[config.mk]
export PLATFORM = sky130hd
export DESIGN_NAME = uart_tx_ctrl
export DESIGN_NICKNAME = d
export VERILOG_FILES = /design/src/rtl/uart_pkg.sv /design/src/rtl/uart_bit_timer.sv /design/src/rtl/uart_tx_ctrl.sv
export SDC_FILE = /design/constraint.sdc
export NUM_CORES = 1
export LEC_CHECK = 0
export CORE_MARGIN = 3
export CORE_UTILIZATION = 50
export DETAILED_ROUTE_END_ITERATION = 10
export GPL_ROUTABILITY_DRIVEN = 0
export PLACE_DENSITY = 0.75
export SETUP_SLACK_MARGIN = 0.5
export SYNTH_ARGS = -nofsm -noshare
export SYNTH_HDL_FRONTEND = slang
export SYNTH_SLANG_ARGS = --single-unit
export TNS_END_PERCENT = 50
[constraint.sdc]
create_clock -name clk -period 2 [get_ports clk]
set_input_delay 0.4 -clock clk [delete_from_list [all_inputs] [get_ports clk]]
set_output_delay 0.4 -clock clk [all_outputs]
set_load 0.005 [all_outputs]
[src/rtl/uart_pkg.sv]
// Shared UART definitions: frame constants and the transmit sequencer state type.
// Kept separate so the receive side can reuse the same constants.
package uart_pkg;

    localparam int unsigned DATA_BITS = 8;

    localparam logic START_BIT = 1'b0;
    localparam logic STOP_BIT  = 1'b1;

    typedef enum logic [2:0] {
        StIdle,
        StPop,
        StLoad,
        StStart,
        StData,
        StStop
    } tx_state_t;

endpackage

[src/rtl/uart_bit_timer.sv]
// Free-running bit-period counter: bit_end marks the last cycle of each serial bit.
// Restarts on clr or after every bit end, so back-to-back bits need no external reload.
module uart_bit_timer #(
    parameter int unsigned CLKS_PER_BIT = 16
) (
    input  logic clk,
    input  logic rst,
    input  logic clr,
    output logic bit_end
);

    localparam int unsigned CntW = $clog2(CLKS_PER_BIT * 2);
    localparam logic [CntW-1:0] LastCnt = CntW'(CLKS_PER_BIT - 1);

    logic [CntW-1:0] cnt_q, cnt_d;

    assign bit_end = (cnt_q == LastCnt);

    always_comb begin
        cnt_d = cnt_q + 1'b1;
        if (clr || bit_end) begin
            cnt_d = '0;
        end
    end

    always_ff @(posedge clk) begin
        if (rst) begin
            cnt_q <= '0;
        end else begin
            cnt_q <= cnt_d;
        end
    end

endmodule

[src/rtl/uart_tx_ctrl.sv]
// UART transmit sequencer: pops bytes from the TX FIFO and sends them as 8N1/8N2 frames,
// LSB first. A pop is held off while the FIFO is accepting a push, since push wins there.
module uart_tx_ctrl
    import uart_pkg::*;
#(
    parameter int unsigned CLKS_PER_BIT = 16,
    parameter int unsigned STOP_BITS    = 1
) (
    input  logic                 clk,
    input  logic                 rst,
    input  logic                 tx_en,
    input  logic                 fifo_empty,
    input  logic                 fifo_push,
    input  logic [DATA_BITS-1:0] fifo_data,
    output logic                 fifo_pop,
    output logic                 tx,
    output logic                 busy,
    output logic                 tx_done
);

    tx_state_t            state_q, state_d;
    logic [DATA_BITS-1:0] shreg_q, shreg_d;
    logic [2:0]           bit_idx_q, bit_idx_d;
    logic                 stop_idx_q, stop_idx_d;
    logic                 bit_end;
    logic                 timer_clr;
    logic                 last_stop;

    // Every state change restarts the bit period.
    assign timer_clr = (state_d != state_q);
    assign last_stop = (stop_idx_q == 1'(STOP_BITS - 1));

    uart_bit_timer #(
        .CLKS_PER_BIT(CLKS_PER_BIT)
    ) u_bit_timer (
        .clk    (clk),
        .rst    (rst),
        .clr    (timer_clr),
        .bit_end(bit_end)
    );

    always_comb begin
        state_d    = state_q;
        shreg_d    = shreg_q;
        bit_idx_d  = bit_idx_q;
        stop_idx_d = stop_idx_q;
        fifo_pop   = 1'b0;
        tx_done    = 1'b0;
        unique case (state_q)
            StIdle: begin
                if (tx_en && !fifo_empty) begin
                    state_d = StPop;
                end
            end
            StPop: begin
                fifo_pop = !fifo_push;
                if (!fifo_push) begin
                    state_d = StLoad;
                end
            end
            StLoad: begin
                shreg_d    = fifo_data;
                bit_idx_d  = '0;
                stop_idx_d = 1'b0;
                state_d    = StStart;
            end
            StStart: begin
                if (bit_end) begin
                    state_d = StData;
                end
            end
            StData: begin
                if (bit_end) begin
                    shreg_d   = shreg_q >> 1;
                    bit_idx_d = bit_idx_q + 1'b1;
                    if (bit_idx_q == 3'(DATA_BITS - 1)) begin
                        state_d = StStop;
                    end
                end
            end
            StStop: begin
                if (bit_end) begin
                    if (last_stop) begin
                        tx_done = 1'b1;
                        state_d = StIdle;
                    end else begin
                        stop_idx_d = 1'b1;
                    end
                end
            end
            default: state_d = StIdle;
        endcase
    end

    // Line level decoded from registered state only, so tx cannot glitch.
    always_comb begin
        unique case (state_q)
            StStart: tx = START_BIT;
            StData:  tx = shreg_q[0];
            default: tx = STOP_BIT;
        endcase
    end

    assign busy = (state_q != StIdle);

    always_ff @(posedge clk) begin
        if (rst) begin
            state_q    <= StIdle;
            shreg_q    <= '0;
            bit_idx_q  <= '0;
            stop_idx_q <= 1'b0;
        end else begin
            state_q    <= state_d;
            shreg_q    <= shreg_d;
            bit_idx_q  <= bit_idx_d;
            stop_idx_q <= stop_idx_d;
        end
    end

endmodule
==> flow_metrics.tcl, run 1 <==
set metrics [dict create \
    path_clk_slew_ns 0.11 \
    cts_tree "built" \
    start_kind "flip-flop" \
    fin_total_pwr_w 0.000894 \
    max_freq_mhz 530 \
    io_pins 17 \
    worst_ep_arrival_time_ns 1.49 \
    cp_common_cell "ha_4" \
    status "finished, final reports clean" \
    leakage_nw 0.555 \
    port_buffers 16 \
    fin_ws_ns 0.113 \
    fin_skew_ns 0.00571 \
    cap_violations 0 \
    grt_max_degree 14 \
    power.switching_w 0.000252 \
    swShare 0.282 \
    r2r_cells 7 \
    wire_per_inst_um 13.8 \
    yosysTopAreaCell "dfxtp_1" \
    drt_iter0_drc 14 \
    r2r-start "u_bit_timer.cnt_q[0]" \
    synth.cell_area_um2 1100 \
    ant_nets 0 \
    cts-root-buf "clkbuf_4" \
    drc 0 \
    cp_slowest_cell "dfxtp_4" \
    synthFlopType "dfxtp_1" \
    track_usage 0.216 \
    core_region_area_um2 2020 \
    critPathMaxFanout 2 \
    yosys_warnings 0 \
    via_per_inst 5.71 \
    power_frac_comb 0.287 \
    dieArea_um2 2800 \
    rrSetupSlack_ns 0.18 \
    cts_inserted_buffers 3 \
    area_growth_pct 34.2 \
    powerDensity_nw_per_um2 606 \
    min_period_over_period 0.943 \
    synth_async_sr_flop_share 0 \
    irDropWorstVdd_mv 0.549 \
    worstHoldStart "shreg_q[3]" \
    grt_pass1_wl_um 4510 \
    clock_sinks 20 \
    wirelength_um 2480 \
    vias 1028 \
    synth_nets 142 \
    required_ns 1.60 \
    place_inst 169 \
    fin_cells 180 \
    clock_latency_ns 0.29 \
    synth_top_cells_by_area "dfxtp_1 (36%), ha_1 (5.7%), a211oi_1 (5.5%)" \
    relSlewSlack 0.755 \
    synth.top_cell.area_share 0.364 \
    hold_viol 0 \
    layout-drive-gt1-share 0.301 \
    synthCells 124 \
    ys_types 44 \
    min_path_cells 2 \
    worstMarginPinSlew_ns 0.368 \
    drv_slew 0 \
    ys_ff_latch 20 \
    slowest_delay_ns 0.38 \
    yosysSeqAreaShare 0.364 \
    pwr-share-seq 0.506 \
    core.rowCount 16 \
    initial_utilization 0.544 \
    worstReg2RegEnd "shreg_q[4]" \
    die_h_um 52.9 \
    antenna_found_initial 0 \
    htree_levels 1 \
    grt_overflow 0 \
    power_frac_clock 0.207 \
    end_kind "output pin" \
    rsz0062_at_grt "yes" \
    power.internal_w 0.000642 \
    synth_edf_count 0 \
    finalCriticalPeriod_ns 1.89 \
    avgSynthCellArea_um2 8.87 \
    firstDrtPassIters 4 \
    pre_cts_ws_ns -0.0683 \
    die_w_um 52.9 \
    min_to "shreg_q[3]" \
    clockBufferDepth 2 \
    detailed_place_hpwl_um 1770 \
    cp_cell_sequence "ha_4 -> and3_4 -> ha_4 -> nor2b_4 -> nand2_1 -> nor2_1 -> buf_2" \
    diodes 0 \
    grt_pass1_vias 1033 \
    path_class "reg -> out" \
    nets 173 \
    hp-class "reg -> reg" \
    fillCellCount 148 \
    setup_violations 0 \
]
==> power by group through the flow <==
stage	combinational (W)	sequential (W)	clock, W
after floorplan	0.000140	0.000454	0
after global placement	0.000202	0.000462	0
after detailed placement	0.000206	0.000466	0
after CTS	0.000251	0.000451	0.000191
after global routing	0.000285	0.000458	0.000207
final	0.000256	0.000453	0.000185
==> what timing repair did <==
item / CTS / global route
pin swaps: 3 / 5
setup endpoints to repair: 22 / 24
setup buffers: 7 / 1
hold buffers: 0 / 0
gates resized for setup: 25 / 4
==> layout by cell type (no fill, tap or decap), types with 2 or more instances in the layout <==
cell,synthesis,layout
nand2_1,2,2
nand2b_1,4,3
ha_1,5,2
o21ai_2,1,2
nand3_1,2,2
and2_0,2,2
o22ai_1,7,7
buf_2,3,2
nor2_1,5,5
and3b_1,2,2
clkdlybuf4s50_1,0,12
inv_1,13,13
dfxtp_4,0,4
o32ai_1,2,2
buf_4,2,19
clkbuf_4,0,3
a21oi_1,5,5
dfxtp_1,20,15
nor3_1,8,6
o21ai_0,4,4
a211oi_1,8,8
ha_4,0,2
==> metal layers <==
metal | part of all wire | up-vias | GRT usage
li1 | - | 509 | -
met1 | 0.46 | 492 | 0.279
met2 | 0.51 | 23 | 0.353
met3 | 0.029 | 4 | 0.0366
met4 | 0.0073 | 0 | 0.0851
met5 | 0 | - | 0
==> registers in the layout (all words and copies together) (netlist names) <==
signal	count
stop_idx_q	1
state_q	3
shreg_q	8
u_bit_timer.cnt_q	5
bit_idx_q	3
==> per-stage QoR <==
stage                     TNS [ns]  hold slack [ns]   util  instance area, um2
after CTS                        0            0.470  0.717                1450
after global placement     -0.0156            0.444  0.665                1340
after global routing             0            0.497  0.730                1480
final                            0            0.468  0.730                1480
after floorplan                  0            0.402      -                1130
after detailed placement   -0.0683            0.453  0.665                1340
==> worst max-delay path by stage <==
| stage | startpoint | end | depth (start not counted) |
|---|---|---|---|
| after floorplan | u_bit_timer.cnt_q[1] | tx_done | 6 |
| after global placement | u_bit_timer.cnt_q[1] | tx_done | 7 |
| after detailed placement | u_bit_timer.cnt_q[1] | tx_done | 7 |
| after CTS | u_bit_timer.cnt_q[0] | tx_done | 7 |
| after global routing | u_bit_timer.cnt_q[0] | tx_done | 7 |
| final | u_bit_timer.cnt_q[0] | tx_done | 7 |
==> cell type report <==
class                      instances  area, um2  share of cell area
inverter                          13       48.8              0.0331
clock buffer                       3       22.5              0.0153
tap                               27       33.8              0.0229
sequential                        20        417               0.282
multi-input combinational         81        658               0.446
timing repair buffer              36        297               0.201
==> logic make-up after synthesis <==
group,share of synthesized area
buf+inv,0.104
compound gates,0.254
simple gates,0.206
flops,0.364
fa+ha+maj,0.0569
xor+xnor,0.0159
==> cell usage after synthesis (all sizes together), types with 3 or more instances <==
master,instances
a211oi,8
nor3,8
dfxtp,20
o21ai,6
a21oi,6
nor2,5
nor2b,3
ha,5
nand2b,4
clkbuf,3
inv,13
o22ai,7
buf,7
==> critical path: cells and delay by family, from the launching register on <==
| family | cells | cell delay, ns |
|---|---|---|
| buf+inv | 1 | 0.11 |
| simple gates | 4 | 0.45 |
| fa+ha+maj | 2 | 0.25 |
| flops | 1 | 0.38 |
Power figures use the tool's default switching activity.
==> run 2, diff against run 1 <==
CTS_CLUSTER_SIZE = 12   (was unset)
==> results of run 2 <==
Final layout, timing and power as in run 1 (identical DEF).
